### src/rtl/washing_machine_ctrl_v2.sv
// Wash-cycle sequencer: FILL/WASH/RINSE(xN)/SPIN/DRY or STEAM_CLEAN, with pause and abort-to-drain.
// Advances on the 1 Hz tick clock; phase, repetition and remaining ticks feed the front panel.
module washing_machine_ctrl_v2 #(
    parameter int unsigned CNT_W       = 16,
    parameter int unsigned FILL_TICKS  = 10,
    parameter int unsigned WASH_TICKS  = 50,
    parameter int unsigned RINSE_TICKS = 50,
    parameter int unsigned SPIN_TICKS  = 20,
    parameter int unsigned DRY_TICKS   = 60,
    parameter int unsigned STEAM_TICKS = 60,
    parameter int unsigned DRAIN_TICKS = 15,
    parameter int unsigned REP_W       = 2,
    parameter int unsigned MAX_REPS    = 3
) (
    input  logic             clk,
    input  logic             rst,
    input  logic             start,
    input  logic [REP_W-1:0] reps,
    input  logic             dry_wash,
    input  logic             time_pause,
    input  logic             abort,
    output logic             done,
    output logic             busy,
    output logic [2:0]       phase,
    output logic [REP_W-1:0] rep_idx,
    output logic [CNT_W-1:0] remaining
);

    function automatic bit in_range(longint unsigned val, int unsigned width);
        return (val >= 64'd1) && (val < (64'd1 << width));
    endfunction

    localparam bit PARAMS_OK =
        in_range(64'(FILL_TICKS), CNT_W)  && in_range(64'(WASH_TICKS), CNT_W)  &&
        in_range(64'(RINSE_TICKS), CNT_W) && in_range(64'(SPIN_TICKS), CNT_W)  &&
        in_range(64'(DRY_TICKS), CNT_W)   && in_range(64'(STEAM_TICKS), CNT_W) &&
        in_range(64'(DRAIN_TICKS), CNT_W) && in_range(64'(MAX_REPS), REP_W);

    if (!PARAMS_OK) begin : g_param_check
        $error("washing_machine_ctrl_v2: tick durations or MAX_REPS out of range");
    end

    typedef enum logic [2:0] {
        IDLE        = 3'd0,
        FILL        = 3'd1,
        WASH        = 3'd2,
        RINSE       = 3'd3,
        SPIN        = 3'd4,
        DRY         = 3'd5,
        STEAM_CLEAN = 3'd6,
        DRAIN       = 3'd7
    } state_t;

    state_t             state, state_nxt;
    logic [CNT_W-1:0]   cnt, cnt_nxt;
    logic [REP_W-1:0]   rep_nxt;
    logic [REP_W-1:0]   reps_lat, reps_lat_nxt;
    logic [REP_W-1:0]   reps_clamped;
    logic               done_nxt;
    logic [CNT_W-1:0]   phase_len;
    logic               last_tick;
    logic               rep_more;

    // Duration of the current phase; IDLE has length 0 so remaining reads 0 there.
    always_comb begin
        phase_len = '0;
        case (state)
            FILL:        phase_len = CNT_W'(FILL_TICKS);
            WASH:        phase_len = CNT_W'(WASH_TICKS);
            RINSE:       phase_len = CNT_W'(RINSE_TICKS);
            SPIN:        phase_len = CNT_W'(SPIN_TICKS);
            DRY:         phase_len = CNT_W'(DRY_TICKS);
            STEAM_CLEAN: phase_len = CNT_W'(STEAM_TICKS);
            DRAIN:       phase_len = CNT_W'(DRAIN_TICKS);
            default:     phase_len = '0;
        endcase
    end

    always_comb begin
        reps_clamped = reps;
        if (reps == '0) begin
            reps_clamped = REP_W'(1);
        end else if (reps > REP_W'(MAX_REPS)) begin
            reps_clamped = REP_W'(MAX_REPS);
        end
    end

    assign last_tick = (cnt == (phase_len - CNT_W'(1)));
    assign rep_more  = (({1'b0, rep_idx} + (REP_W+1)'(1)) < {1'b0, reps_lat});

    always_ff @(posedge clk or posedge rst) begin
        if (rst) begin
            state    <= IDLE;
            cnt      <= '0;
            rep_idx  <= '0;
            reps_lat <= REP_W'(1);
            done     <= 1'b0;
        end else begin
            state    <= state_nxt;
            cnt      <= cnt_nxt;
            rep_idx  <= rep_nxt;
            reps_lat <= reps_lat_nxt;
            done     <= done_nxt;
        end
    end

    // Next-state: abort beats pause and the last-tick advance; DRAIN ignores both.
    always_comb begin
        state_nxt    = state;
        cnt_nxt      = cnt;
        rep_nxt      = rep_idx;
        reps_lat_nxt = reps_lat;
        done_nxt     = done;
        case (state)
            IDLE: begin
                cnt_nxt = '0;
                rep_nxt = '0;
                if (start) begin
                    reps_lat_nxt = reps_clamped;
                    done_nxt     = 1'b0;
                    state_nxt    = dry_wash ? STEAM_CLEAN : FILL;
                end
            end
            DRAIN: begin
                if (last_tick) begin
                    state_nxt = IDLE;
                    cnt_nxt   = '0;
                    rep_nxt   = '0;
                end else begin
                    cnt_nxt = cnt + CNT_W'(1);
                end
            end
            default: begin
                if (abort) begin
                    state_nxt = DRAIN;
                    cnt_nxt   = '0;
                end else if (!time_pause) begin
                    if (!last_tick) begin
                        cnt_nxt = cnt + CNT_W'(1);
                    end else begin
                        cnt_nxt = '0;
                        case (state)
                            FILL:  state_nxt = WASH;
                            WASH:  state_nxt = RINSE;
                            RINSE: begin
                                if (rep_more) begin
                                    state_nxt = WASH;
                                    rep_nxt   = rep_idx + REP_W'(1);
                                end else begin
                                    state_nxt = SPIN;
                                end
                            end
                            SPIN:  state_nxt = DRY;
                            DRY, STEAM_CLEAN: begin
                                state_nxt = IDLE;
                                done_nxt  = 1'b1;
                                rep_nxt   = '0;
                            end
                            default: state_nxt = IDLE;
                        endcase
                    end
                end
            end
        endcase
    end

    assign busy      = (state != IDLE);
    assign phase     = 3'(state);
    assign remaining = phase_len - cnt;

endmodule

### config.mk
export PLATFORM = sky130hd
export DESIGN_NAME = washing_machine_ctrl_v2
export DESIGN_NICKNAME = d
export VERILOG_FILES = /design/src/rtl/washing_machine_ctrl_v2.sv
export SDC_FILE = /design/constraint.sdc
export NUM_CORES = 1
export LEC_CHECK = 0
export CAP_MARGIN = 10
export CORE_MARGIN = 5
export CORE_UTILIZATION = 50
export CTS_CLUSTER_DIAMETER = 60
export DETAILED_ROUTE_END_ITERATION = 10
export PLACE_DENSITY = 0.73
export SYNTH_ARGS = -nofsm -noshare
export SYNTH_HDL_FRONTEND = slang
export SYNTH_SLANG_ARGS = --single-unit
### constraint.sdc
create_clock -name clk -period 5 [get_ports clk]
set_clock_uncertainty 0.2 [all_clocks]
set_input_delay 1 -clock clk [delete_from_list [all_inputs] [get_ports clk]]
set_output_delay 1 -clock clk [all_outputs]
set_load 0.01 [all_outputs]
==> metrics.md <==
| Metric | Value |
|---|---|
| Result of the run | complete, no violations |
| Sw frac | 44.2% |
| Average vias per placed instance | 5.79 |
| #FFs+latches synth | 24 |
| Int Pwr | 1.18 mW |
| Unique cell type count in the Yosys netlist | 58 |
| Xor/xnor cell area share of the yosys netlist | 12.3% |
| Compound-Gate Fraction of Synth Area | 18.7% |
| Sum of negative setup slack | 0 ns |
| Post-synthesis instance total | 269 |
| Mux cell area share after synthesis | 1.87% |
| Unrepaired setup endpoints after global routing | no |
| Crit path time final | 4.61 ns |
| Share of async-settable or async-resettable flops after synthesis | 100% |
| CP Capture Type | output port |
| Synth warn | 0 |
| Worst slew pin tran | 0.949 ns |
| Number of antenna repair diodes | 0 |
| Count of unresolved DRC violations after routing | 0 |
| Post-CTS Setup Inserts | 0 |
| Area share of and/or/nand/nor cells after synthesis | 23.9% |
| DR iter-0 viols | 177 |
| Largest family of logic cells by synthesized area | simple AND/OR/NAND/NOR gates |
| WL final | 5100 µm |
| Via count of the first global-routing pass | 1,869 |
| Area occupied by multi-input gates | 0.00142 mm² |
| TritonCTS clock tree | built |
| Final cell area excluding filler cells | 0.00255 mm² |
| I/O pins | 31 |
| Number of antenna-violating nets in the routed design | 0 |
| All-layer global routing usage | 17.9% |
| Synthesized area per cell | 8.20 µm² |
| Cell area after synthesis | 0.00220 mm² |
| Total power density per cell area | 832 mW/mm² |
| Total setup violations reported at the end of the flow | 0 |
| Floorplan die area | 0.00584 mm² |
| Global-route wire length before repair | 8830 µm |
| Clk Latency, worst-skew pair | 0.27 ns |
| Clock share of power | 6.5% |
| Vertical extent of the die | 76.4 µm |
| Worst path arrival time | 3.41 ns |
| Detailed placement HPWL | 3870 µm |
| Combinational fraction of design power | 79.7% |
| Worst-case headroom to the max-slew limit | 36.7% |
| Pre-Repair DR Iteration Count | 4 |
| Fmax | 0.217 GHz |
| Synthesized net count | 289 |
| Cell row count | 24 |
| Final Hold Vio Count | 0 |
| Count of final max-slew check failures | 0 |
| Clock transition at the registers of the reported paths | 0.09 ns |
| Clock buffer count from CTS | 3 |
| Post-synth EDFFs | 0 |
| Adder-cell share of the synthesized area | 7.49% |
| Max-capacitance violation count | 0 |
| Final period util | 92.2% |
| Standby leakage power | 1.06 nW |
| Maximum fanout encountered on the critical timing path | 7 |
| Worst hold path type | register to register |
| Maximum VDD drop | 298 µV |
| Critical Path Start Type | register |
| Switching component of the power | 0.938 mW |
| Share of total power in sequential cells | 13.8% |
| Area Growth Syn to Fin | 15.8% |
| DR WL/cell | 15.0 µm |
| Endpoint required time on the critical path | 3.80 ns |
| Maximum buffer depth of the clock tree | 2 |
| Number of inserted filler cells in the final layout | 409 |
| Horizontal die dimension | 76.4 µm |
| Initial antenna violation count | 0 |
| Aggregate global routing overflow | 0 |
| Kind of critical path | register to output port |
| Top_reg_cell synth | sky130_fd_sc_hd__dfrtp_1 |
| Starting density of the core | 51.0% |
| Number of port buffers | 30 |
| Maximum number of pins on one net before global-route repair | 25 |
| Total number of vias | 1,976 |
| Root cell of the clock tree | sky130_fd_sc_hd__clkbuf_8 |
| Sequential area share after synthesis | 27.3% |
| CTS HTree Levels | 1 |
| Core area | 0.00432 mm² |
| Total number of clock tree sinks | 24 |
| Instance area at placement | 0.00250 mm² |
| Sequential cell area | 602 µm² |
| Fraction of final layout cells sized beyond drive strength 1 | 7.61% |
| Count of nets after finishing | 310 |
| Placer congestion estimate | 0.859 |
power by group through the flow:
| stage | sequential [mW] | clock (mW) | combinational, mW |
|---|---|---|---|
| floorplan | 0.290 | 0 | 1.07 |
| global placement | 0.293 | 0 | 1.67 |
| detailed placement | 0.294 | 0 | 1.69 |
| CTS | 0.291 | 0.142 | 1.70 |
| global route | 0.301 | 0.146 | 1.85 |
| finish | 0.293 | 0.138 | 1.69 |
sequential cells by signal, indices dropped and copies added (netlist names):
name,cells
done,1
phase,3
rep_idx,2
reps_lat,2
cnt,16
synth_stat cells (4+ instances only):
cell type	number	area share, %
sky130_fd_sc_hd__xor2_1	6	2.4
sky130_fd_sc_hd__nand3_1	14	3.2
sky130_fd_sc_hd__nor2b_1	6	1.7
sky130_fd_sc_hd__inv_1	22	3.7
sky130_fd_sc_hd__nand4_1	4	1.1
sky130_fd_sc_hd__dfrtp_1	23	26
sky130_fd_sc_hd__buf_2	5	1.1
sky130_fd_sc_hd__a21oi_1	15	3.4
sky130_fd_sc_hd__clkbuf_1	7	1.2
sky130_fd_sc_hd__nand2_1	20	3.4
sky130_fd_sc_hd__nor3_1	6	1.4
sky130_fd_sc_hd__nor2_1	30	5.1
sky130_fd_sc_hd__and3_1	4	1.1
sky130_fd_sc_hd__ha_1	10	5.7
sky130_fd_sc_hd__a211oi_1	5	1.7
sky130_fd_sc_hd__o21ai_0	5	1.1
sky130_fd_sc_hd__xnor2_1	25	9.9
logic make-up (layout without fill, tap and decap cells):
logic type,after synthesis,after routing
DFF,24,24
AOI/OAI and AO/OA,56,56
buffers and inverters,40,60
and+or+nand+nor,102,102
adders and majority gates,12,12
xor gates and xnor gates,31,31
muxes,4,4
stage by stage:
stage               utilization (%)  worst slack [ns]  std cells  hold slack, ns  total power [mW]
global route                   59.0            0.0479        341           0.385              2.30
CTS                            59.0             0.296        341           0.350              2.13
detailed placement             57.7             0.617        337           0.320              1.99
floorplan                         -              1.06        269           0.302              1.36
global placement               57.7             0.693        337           0.332              1.97
finish                         59.0             0.389        341           0.347              2.12
what timing repair did:
item                                    4_1_cts  5_1_grt
endpoints found under the setup margin        0        2
resized for setup                             0        2
hold buffers                                  0        0
routing by layer:
layer	track usage [%]	vias up	share of wire, %
li1	-	977	-
met1	25.3	930	46
met2	28.2	64	45
met3	2.96	5	7.8
met4	4.72	0	1.2
met5	0	-	0
path summary, 6_finish.rpt:
| path | from | end | slack [ns] | cells past startpoint |
|---|---|---|---|---|
| worst max-delay path | phase[2]$_DFFE_PP0P_ | remaining[9] | 0.39 | 12 |
| worst min-delay path | reps_lat[0]$_DFFE_PP1P_ | reps_lat[0]$_DFFE_PP1P_ | 0.35 | 2 |
| worst max register to register | phase[2]$_DFFE_PP0P_ | phase[1]$_DFFE_PP0P_ | 1.77 | 10 |
| worst min register to register | reps_lat[0]$_DFFE_PP1P_ | reps_lat[0]$_DFFE_PP1P_ | 0.35 | 2 |
| max in group asynchronous | rst | cnt[13]$_DFFE_PP0P_ | 2.99 | 2 |
| min in group asynchronous | rst | cnt[8]$_DFFE_PP0P_ | 1.03 | 2 |
cells in the final DEF (no fill, tap or decap), types with 2 or more instances in the layout:
cell type / n
sky130_fd_sc_hd__a211oi_1: 5
sky130_fd_sc_hd__a21boi_0: 2
sky130_fd_sc_hd__a21o_1: 2
sky130_fd_sc_hd__a21oi_1: 15
sky130_fd_sc_hd__a31o_2: 3
sky130_fd_sc_hd__a31oi_1: 3
sky130_fd_sc_hd__and3_1: 4
sky130_fd_sc_hd__buf_4: 4
sky130_fd_sc_hd__clkbuf_8: 4
sky130_fd_sc_hd__clkdlybuf4s50_1: 30
sky130_fd_sc_hd__dfrtp_1: 23
sky130_fd_sc_hd__fa_1: 2
sky130_fd_sc_hd__ha_1: 10
sky130_fd_sc_hd__inv_1: 22
sky130_fd_sc_hd__mux2i_1: 3
sky130_fd_sc_hd__nand2_1: 20
sky130_fd_sc_hd__nand2b_1: 2
sky130_fd_sc_hd__nand3_1: 14
sky130_fd_sc_hd__nand4_1: 4
sky130_fd_sc_hd__nor2_1: 30
sky130_fd_sc_hd__nor2b_1: 6
sky130_fd_sc_hd__nor3_1: 6
sky130_fd_sc_hd__nor4_1: 2
sky130_fd_sc_hd__o211ai_1: 2
sky130_fd_sc_hd__o21a_1: 3
sky130_fd_sc_hd__o21ai_0: 5
sky130_fd_sc_hd__o31ai_1: 2
sky130_fd_sc_hd__or3_1: 2
sky130_fd_sc_hd__or4_4: 2
sky130_fd_sc_hd__xnor2_1: 25
sky130_fd_sc_hd__xor2_1: 6
worst max-delay path, stage by stage (launching register included):
cell                              delay, ns
sky130_fd_sc_hd__dfrtp_1               0.45
sky130_fd_sc_hd__inv_1                 0.18
sky130_fd_sc_hd__a21oi_1               0.08
sky130_fd_sc_hd__or2_2                 0.31
sky130_fd_sc_hd__inv_1                 0.07
sky130_fd_sc_hd__ha_1                  0.11
sky130_fd_sc_hd__nor2b_1               0.11
sky130_fd_sc_hd__o21ai_0               0.09
sky130_fd_sc_hd__a21boi_0              0.32
sky130_fd_sc_hd__o211ai_1              0.23
sky130_fd_sc_hd__a2111oi_1             0.46
sky130_fd_sc_hd__xnor2_1               0.17
sky130_fd_sc_hd__clkdlybuf4s50_1       0.55
area by class of cell:
cell class | instances | area share, %
Tap cell | 52 | 2.55
Sequential cell | 24 | 23.6
Clock buffer | 4 | 2.16
Timing Repair Buffer | 34 | 12.9
Multi-Input combinational cell | 205 | 55.5
Inverter | 22 | 3.24
(Power assumes the default switching activity.)
